==> src/rtl/batch_cycle_ctrl_pkg.sv <==
// ---------------------------------------------------------------------------
// BatchCtrl: definitions shared by the batch sequencer, its delay line and
// the testbench.
//   NUM_BANKS  - number of memory banks rotated through the four roles
//   bankSel_t  - bank index type (write / lookahead / calc / idle)
//   dsd()      - down-sampled batch depth, ceil(depth / OSR)
//   cw()       - address width for a batch of the given depth, minimum 1
// ---------------------------------------------------------------------------
package BatchCtrl;

    localparam int NUM_BANKS = 4;

    typedef logic [1:0] bankSel_t;

    function automatic int dsd(input int depth, input int osr);
        return (depth + osr - 1) / osr;
    endfunction

    // $clog2(1) is 0, but a one-entry batch still needs a one-bit address.
    function automatic int cw(input int batch_depth);
        return (batch_depth <= 1) ? 1 : $clog2(batch_depth);
    endfunction

endpackage

==> src/rtl/batch_cycle_ctrl_delay_line.sv <==
// ---------------------------------------------------------------------------
// batch_delay_line: generic shift register with synchronous reset. It shifts
// on every clock, with no enable, so idle cycles travel down the line as
// bubbles.
//   clk   in            clock
//   rst   in            synchronous, active-high reset; loads RST_VAL
//   din   in  W         word entering stage 0
//   taps  out STAGES*W  taps[k] is din delayed by k+1 clocks
// ---------------------------------------------------------------------------
module batch_delay_line #(
    parameter int             W       = 8,
    parameter int             STAGES  = 3,
    parameter logic [W-1:0]   RST_VAL = '0
) (
    input  logic                         clk,
    input  logic                         rst,
    input  logic [W-1:0]                 din,
    output logic [STAGES-1:0][W-1:0]     taps
);

    // NOTE: the stages are ordinary flops with a known reset value, not a
    // memory, so every stage is reset and downstream logic never sees X.
    always_ff @(posedge clk) begin
        if (rst) begin
            taps <= {STAGES{RST_VAL}};
        end else begin
            taps[0] <= din;
            for (int k = 1; k < STAGES; k++) begin
                taps[k] <= taps[k-1];
            end
        end
    end

endmodule

==> src/rtl/batch_cycle_ctrl.sv <==
// ---------------------------------------------------------------------------
// batch_cycle_ctrl: sequencer for the batch-based control-bounded filter.
// It counts accepted down-sampled samples into batches of DSD, rotates four
// banks through the write / lookahead / calc / idle roles, and delays the
// addresses and bank index by three clocks for the result-combining stages.
//   clk               in       down-sampled clock
//   rst               in       synchronous, active-high reset
//   in_valid          in       one input word accepted this clock
//   batCount          out CW   forward address in the batch, 0..DSD-1
//   batCountRev       out CW   reverse address, DSD-1-batCount
//   cyclePulse        out      one clock high after a batch completes
//   cycle             out 2    bank being written
//   cycleLH           out 2    lookahead bank (cycle-1)
//   cycleCalc         out 2    calc bank (cycle-2)
//   cycleIdle         out 2    idle bank, next to be written (cycle-3)
//   delayBatCount     out 3xCW batCount delayed k+1 clocks at index k
//   delayBatCountRev  out 3xCW batCountRev delayed k+1 clocks
//   delayCycle        out 3x2  cycle delayed k+1 clocks
//   out_valid         out      valid bit of the delay-3 stage
// ---------------------------------------------------------------------------
module batch_cycle_ctrl
    import BatchCtrl::*;
#(
    parameter  int depth = 32,
    parameter  int OSR   = 1,
    localparam int DSD   = dsd(depth, OSR),
    localparam int CW    = cw(DSD)
) (
    input  logic                 clk,
    input  logic                 rst,
    input  logic                 in_valid,
    output logic [CW-1:0]        batCount,
    output logic [CW-1:0]        batCountRev,
    output logic                 cyclePulse,
    output bankSel_t             cycle,
    output bankSel_t             cycleLH,
    output bankSel_t             cycleCalc,
    output bankSel_t             cycleIdle,
    output logic [2:0][CW-1:0]   delayBatCount,
    output logic [2:0][CW-1:0]   delayBatCountRev,
    output bankSel_t [2:0]       delayCycle,
    output logic                 out_valid
);

    localparam logic [CW-1:0] LAST   = CW'(DSD - 1);
    localparam int            STAGES = 3;
    // Packed stage word: {batCount, batCountRev, cycle, valid}.
    localparam int            W      = 2 * CW + 3;

    logic       wrap;
    logic [1:0] batches_done;
    logic       warm;

    // Wrap compares against DSD-1, not the all-ones address, so batches
    // whose depth is not a power of two still close on time.
    assign wrap = in_valid && (batCount == LAST);
    assign warm = (batches_done == 2'd3);

    // NOTE: every register below is assigned with <=, so all of them sample
    // the pre-edge values and the update order inside the block is irrelevant.
    always_ff @(posedge clk) begin
        if (rst) begin
            batCount     <= '0;
            cycle        <= '0;
            cyclePulse   <= 1'b0;
            batches_done <= 2'd0;
        end else begin
            cyclePulse <= wrap;
            if (in_valid) begin
                batCount <= wrap ? '0 : batCount + 1'b1;
            end
            if (wrap) begin
                cycle <= cycle + 2'd1;
                // Saturates: fill, lookahead and calc batches are all that
                // is needed before results become meaningful.
                if (!warm) begin
                    batches_done <= batches_done + 2'd1;
                end
            end
        end
    end

    assign batCountRev = LAST - batCount;

    // Bank roles trail the write bank; 2-bit wraparound gives mod 4.
    assign cycleLH   = cycle - 2'd1;
    assign cycleCalc = cycle - 2'd2;
    assign cycleIdle = cycle - 2'd3;

    logic [W-1:0]             stage_in;
    logic [STAGES-1:0][W-1:0] taps;

    assign stage_in = {batCount, batCountRev, cycle, in_valid && warm};

    batch_delay_line #(
        .W       (W),
        .STAGES  (STAGES),
        .RST_VAL ({{CW{1'b0}}, LAST, 2'b00, 1'b0})
    ) u_delay (
        .clk  (clk),
        .rst  (rst),
        .din  (stage_in),
        .taps (taps)
    );

    for (genvar k = 0; k < STAGES; k++) begin : g_unpack
        assign delayBatCount[k]    = taps[k][W-1 -: CW];
        assign delayBatCountRev[k] = taps[k][W-1-CW -: CW];
        assign delayCycle[k]       = taps[k][2:1];
    end

    assign out_valid = taps[STAGES-1][0];

endmodule

==> config.mk <==
export PLATFORM = sky130hd
export DESIGN_NAME = batch_cycle_ctrl
export DESIGN_NICKNAME = d
export VERILOG_FILES = /design/src/rtl/batch_cycle_ctrl_pkg.sv /design/src/rtl/batch_cycle_ctrl_delay_line.sv /design/src/rtl/batch_cycle_ctrl.sv
export SDC_FILE = /design/constraint.sdc
export NUM_CORES = 1
export LEC_CHECK = 0
export CAP_MARGIN = 10
export CELL_PAD_IN_SITES_DETAIL_PLACEMENT = 0
export CELL_PAD_IN_SITES_GLOBAL_PLACEMENT = 2
export CORE_MARGIN = 3
export CORE_UTILIZATION = 27
export DETAILED_ROUTE_END_ITERATION = 7
export PLACE_DENSITY = 0.79
export SYNTH_ARGS = -nofsm -noshare
export SYNTH_HDL_FRONTEND = slang
export SYNTH_SLANG_ARGS = --single-unit
==> constraint.sdc <==
create_clock -name clk -period 2.1 [get_ports clk]
set_clock_uncertainty 0.2 [all_clocks]
set_input_delay 0.315 -clock clk [delete_from_list [all_inputs] [get_ports clk]]
set_output_delay 0.315 -clock clk [all_outputs]
set_load 0.01 [all_outputs]
After elaboration in Yosys (flattened, before gate mapping)
Index checks and enable logic that the tools add are counted.
Storage, ports and cells
  input bits: 3
  flip-flop bits (word level): 49
  output and inout bits: 56
  word-level logic and storage cells: 21
Cells by class
  reduce and logical (&&, ||, !) cells: 3
  muxes and demuxes: 1
  bitwise operators: 1
  equal/unequal tests: 2
  add/subtract/negate cells: 7
Operators with widths (number)
  $add 5x1->5 const B: 1
  $eq 5x5->1 const B: 1
  $mux 5: 1
  $sub 5x5->5 const A: 1
  $add 2x1->2 const B: 2
  $sub 2x2->2 const B: 2
  $eq 2x2->1 const B: 1
  $logic_and 1x1->1: 2
  $reduce_and 2->1: 1
  $sub 2x1->2 const B: 1
  $not 1->1: 1

Depth between registers and ports, before layout
  depth after elaboration: 3
  depth in mapped cells: 6

Cells and area by module
Synthesis repeated with hierarchy kept, for this count alone.
Unflattened totals
  cells, all modules: 151
  area, all modules: 1645.3 µm²
Modules (own cells, without submodules)
  batch_delay_line: cells each 82, sequential area each 780.7 µm², times used 1, area each 1061.0 µm²
  batch_cycle_ctrl: cells each 69, sequential area each 200.2 µm², times used 1, area each 584.3 µm²

Worst setup path after synthesis
Ideal clock, no wire load.
  path type: flip-flop to flip-flop
  from: register batCount[0]
  to: register batCount[3]
  data required time: 1.830 ns
  library setup time: 0.070 ns
  data arrival time: 1.381 ns
  cell stages (with the launch flop): 7
  path slack: 0.449 ns
  cells stage by stage: dfxtp_1 > ha_1 > and3_1 > ha_1 > nor3b_1 > nand4_1 > a21oi_1
Between the ends
  cells in the longest elaborated chain, start to end: 3
  elaborated cells between the ends (all ways): 4
  those cells by class: 1 x add/sub; 1 x eq/ne; 1 x mux; 1 x reduce/logical
RTL lines
  from (decl): RTL line batch_cycle_ctrl.sv:32  | output logic [CW-1:0] batCount,
  from (signal assigned): RTL line batch_cycle_ctrl.sv:70  | batCount <= wrap ? '0 : batCount + 1'b1;
  branches (longest 2 deep; another with $add 5x1->5)
  $mux 5 (*): RTL line batch_cycle_ctrl.sv:70
Mark *: on every way between the ends.
A chain may end at the register's enable or synchronous reset.

Worst setup path in the final report
  from: register cycle[0]
  to: output port cycleLH[1]
Between the ends
  cells in the longest elaborated chain, start to end: 1
RTL lines
  from (decl): RTL line batch_cycle_ctrl.sv:35  | output bankSel_t cycle,
  from (signal assigned): RTL line batch_cycle_ctrl.sv:73  | cycle <= cycle + 2'd1;
  $sub 2x1->2: RTL line batch_cycle_ctrl.sv:86  | assign cycleLH = cycle - 2'd1;
  to (decl): RTL line batch_cycle_ctrl.sv:36  | output bankSel_t cycleLH,
Every way passes these cells.

==> metrics.yaml <==
place:
  gp_routability_congestion: 0.693
  dp_slack_ns: 0.304
  placed_cells_incl_taps: 269
  port-buffer-count: 58
  detailed_place_hpwl_mm: 2.07
sta:
  achievable-frequency_mhz: 515
  tns_ns: 0
  count_of_final_hold_check_violations: 0
  maxSlewHeadroom: 0.717
  layout_setup_ws_ns: 0.157
  final-setup-viol-count: 0
  drv_slew: 0
  rsz0062_at_grt: "no"
  tightestPinTransition_ns: 0.423
  period_needed_ns: 1.94
  fin_worst_hold_slack_ns: 0.241
  final_cycle_share: 0.925
floorplanning:
  pin_count: 59
  die_area_um2: 7980
  start_util: 0.287
  die_height_um: 89.3
  core_region_area_um2: 6530
  dieWidth_um: 89.3
  num_rows: 29
synth:
  synth_top_cell_by_area: "dfxtp_1"
  ys_seq_area_frac: 0.523
  synth_cells: 186
  syn_avg_cell_area_um2: 10.1
  synth_compound_area_frac: 0.0107
  xor_and_xnor_fraction_of_the_mapped_netlist_area: 0.0187
  post_synth_mux_area_share: 0.0160
  synth_fp_nets: 192
  synth_simple_gate_area_share: 0.168
  synth-edff-count: 0
  post_synth_num_cell_types: 24
  synth_top_family_by_area: "buffers and inverters"
  most_common_flop_cell_mapped_by_yosys: "dfxtp_1"
  synth_top_cell_area_share: 0.523
  yosys.area_share.adder: 0.0200
  number_of_synthesized_register_bits: 49
  ys_async_sr_fraction: 0
  post_synth_instance_area_um2: 1870
  yosys_warnings: 0
  synth.top_cells.by_area: "dfxtp_1 52%, buf_4 20%, nor2b_1 5.3%, or2_2 3.3%, inv_1 2.6%"
setup_path:
  timing.critical_path.arrival_ns: 1.43
  critPathMaxStageDelay_ns: 0.56
  worstSetupPathType: "register to output port"
  cp-startpoint: "cycle[0]"
  setup.reg_to_reg.worst_slack_ns: 0.41
  cp_cell_sequence: "xnor2_1 > clkdlybuf4s50_1"
  cp-endpoint: "cycleLH[1]"
  regToRegStartpoint: "batCount[0]"
  critical_path.slowest_cell: "clkdlybuf4s50_1"
  r2r-end: "batCount[3]"
  critical_path.top_delay_family: "buffers and inverters"
  cp_num_cells: 2
  cp.buffers_inverters: 1
  timing.critical_path.from_type: "register"
  worstRegToRegCells: 6
  cp-end-kind: "output port"
  worstPathRequired_ns: 1.58
  critPathMaxFanout: 5
clock_network:
  clk_transition_reported_paths_ns: 0.09
  cts_buffer_depth: 2
  tritoncts_buffers: 5
  clock_sink_count: 49
  clk_root_buffer_cell: "clkbuf_8"
  cts_tree: "done"
  clkLatencyLatePin_ns: 0.29
  cts.hold.buffers_added: 0
  cts_repair_resize_count: 0
  cts_h_tree_lvls: 2
  postCtsSetupRepairBufs: 0
pwr:
  vdd.ir_drop.worst_mv: 0.238
  power_leakage_nw: 0.912
  finalPower_mw: 1.73
  p_per_cell_area_nw_per_um2: 752
run_status:
  outcome: "finished, final reports clean"
global_route:
  antenna_found_initial: 0
  via_count_of_the_first_global_routing_pass: 942
  pin_count_of_the_biggest_net_entering_global_routing: 45
  global_route.usage.total: 0.0789
  grt_pass1_wl_mm: 4.64
  grt_overflow_total: 0
cells_and_area:
  area_growth_syn_to_layout_pct: 22.7
  layout.nets: 205
  final-instance-count-excl-fill: 277
  n_antenna_cell: 0
  fraction_of_final_layout_cells_with_drive_strength_greater_than_1: 0.110
  nFillCells: 669
worst_hold_path:
  hold_path_class: "register to register"
  worstHoldStart: "u_delay.taps[3]"
routing:
  detail-route-antenna-nets: 0
  post_dr_wirelength_cell_um: 10.6
  route.detailed.vias_per_inst: 3.73
  post-route-drc-count: 0
  wl_mm: 2.94
  detailroute.via_count: 1033
  drt-pass1-iter-count: 4
  first_iter_violations: 38
run:
  drv.max_cap_violation_count: 0
==> placed cells by master (no fill, tap or decap), drive strengths merged <==
master         synthesis  routed
clkinvlp               0       1
bufinv                 0       1
and3                   1       1
clkbuf                 1       6
nor2b                 16      16
ha                     3       3
nand3                  2       2
a21oi                  3       3
mux2i                  3       3
nand2                  2       2
nor3b                  1       1
nor4bb                 1       1
nand2b                 5       5
dfxtp                 49      49
inv                   13      13
o21ai                  1       1
xnor2                  3       3
nand4                  2       2
nor2                  13      13
clkdlybuf4s50          0      58
or2                   10      10
buf                   54       3
nand3b                 2       2
xor2                   1       1
==> layout make-up <==
type	count	area [um^2]	share of cell area
clock inverter	2	37.5	0.0163
inverter	13	48.8	0.0212
timing repair buffer	61	616	0.268
multi-input combinational	69	438	0.190
tap	77	96.3	0.0419
clock buffer	6	82.6	0.0359
sequential	49	981	0.427
==> kinds of logic (layout without fill, tap and decap cells) <==
| logic type | after synthesis | after routing |
|---|---|---|
| xor gates and xnor gates | 4 | 4 |
| and+or+nand+nor | 55 | 55 |
| buffers and inverters | 68 | 82 |
| AOI/OAI and AO/OA | 4 | 4 |
| adders and majority gates | 3 | 3 |
| DFF | 49 | 49 |
| muxes | 3 | 3 |
==> cell usage after synthesis, types with 3 or more instances <==
library cell,instances
dfxtp_1,49
nand2b_1,5
buf_4,50
mux2i_1,3
inv_1,13
buf_2,3
nor2_1,13
nor2b_1,16
or2_2,10
xnor2_1,3
ha_1,3
a21oi_1,3
==> report_power, final <==
part / total (mW) / internal (mW) / leakage (nW) / switching, mW
registers: 0.945 / 0.940 / 0.396 / 0.00535
clock network: 0.697 / 0.387 / 0.0574 / 0.310
logic: 0.0869 / 0.0461 / 0.458 / 0.0408
total: 1.73 / 1.37 / 0.912 / 0.356
==> sequential cells by signal, indices dropped and copies added (netlist names) <==
| signal | flops |
|---|---|
| batches_done | 2 |
| batCount | 5 |
| cyclePulse | 1 |
| cycle | 2 |
| u_delay.taps | 39 |
==> metal layers <==
metal	vias up	global-route usage	wire length, um
met2	34	0.126	1370
met1	452	0.0918	1340
li1	541	-	-
met4	0	0.0365	44
met5	-	0	0
met3	6	0.0332	186
==> through the flow <==
step                cell area (um^2)  utilization
floorplan                       1870            -
global placement                2180        0.334
detailed placement              2180        0.334
CTS                             2300        0.352
global route                    2300        0.352
finish                          2300        0.352
==> worst min-delay path by stage <==
stage | to | slack (ns) | cells after the start
floorplan | u_delay.taps[13] | 0.21 | 1
global placement | u_delay.taps[31] | 0.22 | 1
detailed placement | u_delay.taps[13] | 0.22 | 1
CTS | u_delay.taps[13] | 0.25 | 1
global route | u_delay.taps[31] | 0.26 | 1
finish | u_delay.taps[16] | 0.24 | 1
Power figures use the tool's default switching activity.
